--- src/rtl/pipe_hazard_ctrl_pkg.sv ---
// Shared types and constants for the pipeline stall/flush sequencer.
// Optional feature macro: HAZARD_PERF_CNT_EN (see pipe_hazard_ctrl).
package pipe_hazard_ctrl_pkg;

  localparam int unsigned REG_IDX_W       = 5;
  localparam int unsigned STATE_W         = 2;
  localparam int unsigned MEM_TIMEOUT_DEF = 16;
  localparam int unsigned CNT_W_DEF       = 8;
  localparam int unsigned PERF_W          = 32;

  typedef enum logic [STATE_W-1:0] {
    ST_RUN      = 2'd0,
    ST_MEM_WAIT = 2'd1,
    ST_FAULT    = 2'd2
  } ctrl_state_e;

  // Encoding 3 is unreachable but is treated exactly like FAULT.
  function automatic logic is_fault_state(input ctrl_state_e s);
    return (s != ST_RUN) && (s != ST_MEM_WAIT);
  endfunction

endpackage

--- src/rtl/pipe_hazard_ctrl_hazard_detect.sv ---
// Load-use comparator between the ID instruction and a load in EX.
// Purely combinational so a forwarding unit can reuse it.
module pipe_hazard_ctrl_hazard_detect
  import pipe_hazard_ctrl_pkg::*;
(
  input  logic [REG_IDX_W-1:0] id_rs1_i,
  input  logic [REG_IDX_W-1:0] id_rs2_i,
  input  logic                 id_uses_rs1_i,
  input  logic                 id_uses_rs2_i,
  input  logic [REG_IDX_W-1:0] ex_rd_i,
  input  logic                 ex_mem_read_i,
  output logic                 load_use_o
);

  logic rd_valid;
  logic rs1_hit;
  logic rs2_hit;

  // x0 is never written, so a load into it cannot create a hazard.
  assign rd_valid   = ex_mem_read_i && (ex_rd_i != REG_IDX_W'(0));
  assign rs1_hit    = id_uses_rs1_i && (id_rs1_i == ex_rd_i);
  assign rs2_hit    = id_uses_rs2_i && (id_rs2_i == ex_rd_i);
  assign load_use_o = rd_valid && (rs1_hit || rs2_hit);

endmodule

--- src/rtl/pipe_hazard_ctrl.sv ---
// Stall/flush sequencer for the five-stage pipeline: load-use, EX redirect and dmem wait/timeout.
// Define HAZARD_PERF_CNT_EN to add the perf_* stall/flush/load-use counters.
module pipe_hazard_ctrl
  import pipe_hazard_ctrl_pkg::*;
#(
  parameter int unsigned MEM_TIMEOUT = MEM_TIMEOUT_DEF,
  parameter int unsigned CNT_W       = CNT_W_DEF
) (
  input  logic                 clk,
  input  logic                 reset,
  input  logic [REG_IDX_W-1:0] id_rs1,
  input  logic [REG_IDX_W-1:0] id_rs2,
  input  logic                 id_uses_rs1,
  input  logic                 id_uses_rs2,
  input  logic [REG_IDX_W-1:0] ex_rd,
  input  logic                 ex_mem_read,
  input  logic                 ex_redirect,
  input  logic                 mem_req,
  input  logic                 dmem_ready,
  output logic                 pc_stall,
  output logic                 ifid_stall,
  output logic                 ifid_flush,
  output logic                 idex_stall,
  output logic                 idex_flush,
  output logic                 exmem_stall,
  output logic                 memwb_bubble,
  output logic                 mem_fault,
  output logic [STATE_W-1:0]   ctrl_state
`ifdef HAZARD_PERF_CNT_EN
  ,
  output logic [PERF_W-1:0]    perf_stall_cycles,
  output logic [PERF_W-1:0]    perf_flushes,
  output logic [PERF_W-1:0]    perf_load_use
`endif
);

  ctrl_state_e      state_q, state_d;
  logic [CNT_W-1:0] wait_cnt_q, wait_cnt_d;
  logic             mem_fault_q, mem_fault_d;
  logic             freeze;
  logic             load_use;

  pipe_hazard_ctrl_hazard_detect u_hazard_detect (
    .id_rs1_i      (id_rs1),
    .id_rs2_i      (id_rs2),
    .id_uses_rs1_i (id_uses_rs1),
    .id_uses_rs2_i (id_uses_rs2),
    .ex_rd_i       (ex_rd),
    .ex_mem_read_i (ex_mem_read),
    .load_use_o    (load_use)
  );

  always_ff @(posedge clk or posedge reset) begin
    if (reset) begin
      state_q     <= ST_RUN;
      wait_cnt_q  <= '0;
      mem_fault_q <= 1'b0;
    end else begin
      state_q     <= state_d;
      wait_cnt_q  <= wait_cnt_d;
      mem_fault_q <= mem_fault_d;
    end
  end

  // Next state, wait counter and stall/flush priority.
  always_comb begin
    state_d      = state_q;
    wait_cnt_d   = wait_cnt_q;
    mem_fault_d  = mem_fault_q;
    freeze       = 1'b0;
    pc_stall     = 1'b0;
    ifid_stall   = 1'b0;
    ifid_flush   = 1'b0;
    idex_stall   = 1'b0;
    idex_flush   = 1'b0;
    exmem_stall  = 1'b0;
    memwb_bubble = 1'b0;

    case (state_q)
      ST_RUN: begin
        if (mem_req && !dmem_ready) begin
          freeze     = 1'b1;
          state_d    = ST_MEM_WAIT;
          wait_cnt_d = CNT_W'(1);
        end
      end
      ST_MEM_WAIT: begin
        if (dmem_ready) begin
          state_d    = ST_RUN;
          wait_cnt_d = '0;
        end else begin
          freeze = 1'b1;
          if (wait_cnt_q == CNT_W'(MEM_TIMEOUT - 1)) begin
            state_d     = ST_FAULT;
            mem_fault_d = 1'b1;
          end else begin
            wait_cnt_d = wait_cnt_q + CNT_W'(1);
          end
        end
      end
      default: begin
        freeze = 1'b1;
      end
    endcase

    // EX holds while frozen, so a redirect or load-use is simply deferred.
    if (freeze) begin
      pc_stall     = 1'b1;
      ifid_stall   = 1'b1;
      idex_stall   = 1'b1;
      exmem_stall  = 1'b1;
      memwb_bubble = 1'b1;
    end else if (ex_redirect) begin
      ifid_flush = 1'b1;
      idex_flush = 1'b1;
    end else if (load_use) begin
      pc_stall   = 1'b1;
      ifid_stall = 1'b1;
      idex_flush = 1'b1;
    end
  end

  assign mem_fault  = mem_fault_q;
  assign ctrl_state = state_q;

`ifdef HAZARD_PERF_CNT_EN
  logic [PERF_W-1:0] perf_stall_q, perf_stall_d;
  logic [PERF_W-1:0] perf_flush_q, perf_flush_d;
  logic [PERF_W-1:0] perf_lu_q, perf_lu_d;

  always_ff @(posedge clk or posedge reset) begin
    if (reset) begin
      perf_stall_q <= '0;
      perf_flush_q <= '0;
      perf_lu_q    <= '0;
    end else begin
      perf_stall_q <= perf_stall_d;
      perf_flush_q <= perf_flush_d;
      perf_lu_q    <= perf_lu_d;
    end
  end

  // Counters wrap naturally and stop once the fault is latched.
  always_comb begin
    perf_stall_d = perf_stall_q;
    perf_flush_d = perf_flush_q;
    perf_lu_d    = perf_lu_q;
    if (!is_fault_state(state_q)) begin
      if (pc_stall) begin
        perf_stall_d = perf_stall_q + PERF_W'(1);
      end
      if (!freeze && ex_redirect) begin
        perf_flush_d = perf_flush_q + PERF_W'(1);
      end
      if (!freeze && !ex_redirect && load_use) begin
        perf_lu_d = perf_lu_q + PERF_W'(1);
      end
    end
  end

  assign perf_stall_cycles = perf_stall_q;
  assign perf_flushes      = perf_flush_q;
  assign perf_load_use     = perf_lu_q;
`endif

endmodule
--- config.mk ---
export PLATFORM = sky130hd
export DESIGN_NAME = pipe_hazard_ctrl
export DESIGN_NICKNAME = d
export VERILOG_FILES = /design/src/rtl/pipe_hazard_ctrl_pkg.sv /design/src/rtl/pipe_hazard_ctrl_hazard_detect.sv /design/src/rtl/pipe_hazard_ctrl.sv
export SDC_FILE = /design/constraint.sdc
export NUM_CORES = 1
export LEC_CHECK = 0
export ABC_AREA = 1
export BUFFER_PORTS_ARGS = -buffer_cell sky130_fd_sc_hd__buf_2
export CORE_UTILIZATION = 35
export DETAILED_ROUTE_END_ITERATION = 6
export GPL_ROUTABILITY_DRIVEN = 0
export SYNTH_ARGS = -nofsm -noshare
export SYNTH_HDL_FRONTEND = slang
export SYNTH_SLANG_ARGS = --single-unit
export TNS_END_PERCENT = 30
--- constraint.sdc ---
create_clock -name clk -period 1.7 [get_ports clk]
set_input_delay 0.51 -clock clk [delete_from_list [all_inputs] [get_ports clk]]
set_output_delay 0.51 -clock clk [all_outputs]
set_load 0.02 [all_outputs]
==> flow_metrics.py <==
metrics = {
    "detailed_routing": {
        "wire_per_inst_um": 10.6,
        "vias": 1067,
        "drtIter0Drc": 16,
        "avgViaCountPerCell": 4.72,
        "ant_nets": 0,
        "first_pass_iters": 4,
        "wl_um": 2400,
        "drc": 0,
    },
    "place": {
        "place_ws_ps": -179,
        "dp.cells": 217,
        "portBuffers": 32,
        "dp_hpwl_um": 1820,
    },
    "logic_synthesis": {
        "synth.distinct_cells": 20,
        "netlist_instances": 154,
        "synthTopCellsByArea": "dfrtp_1 (30%), nand2_1 (25%), inv_1 (9.1%)",
        "synth_area_um2": 910,
        "synth.top_cell.area_share_pct": 30.3,
        "ys_seq_area_share_pct": 30.3,
        "ys.warnings.count": 0,
        "synth_edf_count": 0,
        "yosysTopAreaCell": "dfrtp_1",
        "avgSynthCellArea_um2": 5.91,
        "yosysMostFrequentCell": "nand2_1",
        "synth-seq-cells": 11,
        "synth-main-ff-cell": "dfrtp_1",
        "async_flop_share_pct": 100,
        "syn-num-nets": 178,
        "synth_common_cells": "nand2_1 (60), inv_1 (22), nor2_1 (15), dfrtp_1 (11), nand3_1 (11)",
    },
    "setup_path": {
        "cpMostUsedCell": "buf_6",
        "reg2reg_depth": 7,
        "worstPathRequired_ps": 1190,
        "max_stage_delay_ps": 370,
        "path_cells": "inv_2 > nand4_1 > o21ai_1 > nor2_2 > buf_6 > nand2_4 > buf_6",
        "reg2reg_from": "wait_cnt_q[0]",
        "path_depth": 7,
        "crit_family": "flip-flops",
        "reg2reg_to": "wait_cnt_q[4]",
        "critical_path_class": "reg -> out",
        "critPathBufInv": 3,
        "critical_path_peak_fanout": 3,
        "cp-end-kind": "output pin",
        "cp-start-kind": "flop",
        "slowest_stage": "dfrtp_2",
        "arrival_ps": 1380,
        "rrSetupSlack_ps": 220,
    },
    "grt": {
        "grt_pass1_wl_um": 3990,
        "grt_pass1_vias": 1045,
        "grt_overflow": 0,
        "grt_use_total_pct": 19.6,
        "antenna_found_initial": 0,
        "grt_max_degree": 12,
    },
    "pwr": {
        "power_leakage_nw": 0.718,
        "p_per_area_mw_per_mm2": 430,
        "p_seq_share_pct": 49.1,
        "internal-power_mw": 0.393,
        "switchingPower_mw": 0.145,
        "p_total_mw": 0.538,
        "p_comb_share_pct": 17.1,
        "ir_drop_mv": 0.404,
        "power.share.switching_pct": 26.9,
        "power_frac_clock_pct": 33.8,
    },
    "die": {
        "core_mm2": 0.00248,
        "io_pins": 33,
        "die_h_um": 53.0,
        "start_util_pct": 36.7,
        "die_area_mm2": 0.00281,
        "placementRows": 18,
        "die_w_um": 53.0,
    },
    "job": {
        "drv_cap": 0,
    },
    "clocking": {
        "insertion_delay_ps": 270,
        "clock_path_buffers": 2,
        "cts_max_level": 1,
        "cts_tree": "done",
        "cts_buffers": 3,
        "holdBufCountCts": 0,
        "clock-root-buffer": "clkbuf_4",
        "cts_sinks": 11,
        "clk_pin_slew_ps": 70,
    },
    "timing": {
        "whs_ps": 221,
        "finalSetupViolations": 7,
        "final.min_clock_period_ps": 1890,
        "worstMarginPinSlew_ps": 437,
        "rsz0062_at_grt": "yes",
        "hold_violations": 0,
        "fmax_ghz": 0.530,
        "skew_ps": 1.20,
        "slew_viol_final": 0,
        "min_period_over_period_pct": 111,
        "maxSlewHeadroom_pct": 70.8,
        "worst_slack_ps": -186,
    },
    "cells_and_area": {
        "layout-drive-gt1-share_pct": 33.7,
        "area_growth_pct": 37.6,
        "finish.cell_count_without_fillers": 226,
        "n_fill_cell": 272,
        "diodes": 0,
        "final_nets": 221,
    },
    "outcome": {
        "outcome": "complete, but fails checks",
        "violations": "setup timing",
    },
    "hold_path": {
        "holdCritPathClass": "in -> async",
    },
}
## area by class of cell
type                       count  area, um2  area share (%)
multi-input combinational    109        512            40.9
clock buffer                   4       26.3            2.10
tap                           30       37.5            3.00
sequential                    11        278            22.2
inverter                      30        115            9.20
timing repair buffer          42        283            22.6
## logic make-up after synthesis
| group | after synthesis | share of synthesized area [%] |
|---|---|---|
| xor+xnor | 1 | 0.963 |
| fa+ha+maj | 1 | 1.38 |
| flops | 11 | 30.3 |
| simple gates | 98 | 46.4 |
| buf+inv | 34 | 15.7 |
| compound gates | 9 | 5.36 |
## worst reg2reg max path: cells and delay by family (launching register included)
family / cells / cell delay [ps]
flops: 1 / 430
simple gates: 4 / 490
fa+ha+maj: 1 / 280
buf+inv: 1 / 90
compound gates: 1 / 70
## worst max-delay path by stage
stage | startpoint | endpoint
2_1_floorplan | ex_rd[2] | pc_stall
3_3_place_gp | ex_rd[1] | pc_stall
3_5_place_dp | ex_rd[3] | pc_stall
4_1_cts | ctrl_state[1] | pc_stall
5_1_grt | ctrl_state[1] | idex_flush
6_report | ctrl_state[1] | ifid_stall
## power groups by stage
stage	registers [mW]	clock network [mW]	logic, mW
2_1_floorplan	0.269	0	0.0419
3_3_place_gp	0.269	0	0.0862
3_5_place_dp	0.269	0	0.0894
4_1_cts	0.264	0.192	0.0898
5_1_grt	0.264	0.198	0.107
6_report	0.264	0.182	0.0919
## layer usage
layer / vias up / global-route usage, % / wire length, um
li1: 560 / - / -
met1: 463 / 21.2 / 1060
met2: 36 / 34.4 / 1150
met3: 8 / 3.16 / 110
met4: 0 / 13.2 / 72
met5: - / 0 / 0
## flip-flops by register name, indices dropped and copies added, names as in the netlist
register    cells
wait_cnt_q      8
ctrl_state      2
mem_fault       1
## repair_timing
action                                  in CTS  in global routing
endpoints found under the setup margin       7                 12
setup buffers                                4                  1
pin swaps                                    6                  4
hold endpoints to repair                     0                  0
gates resized for setup                     17                  4
## layout by cell type (no fill, tap or decap), drive strengths merged
cell type / netlist / final
a21oi: 1 / 1
clkbuf: 0 / 4
nand2: 61 / 61
clkinv: 2 / 2
xor2: 1 / 1
o2111ai: 1 / 1
dfrtp: 11 / 11
buf: 4 / 42
or2: 1 / 1
inv: 28 / 28
ha: 1 / 1
nor2: 16 / 16
nand3: 12 / 12
o21ai: 7 / 7
nand4: 8 / 8
## through the flow
stage	util [%]	cell area, um2	TNS [ps]
floorplan	-	921	0
global placement	45.3	1120	-628
detailed placement	45.3	1120	-850
CTS	49.8	1230	-1310
global route	50.5	1250	-1860
finish	50.5	1250	-1230
No activity file was read; power rests on OpenSTA's default activity.
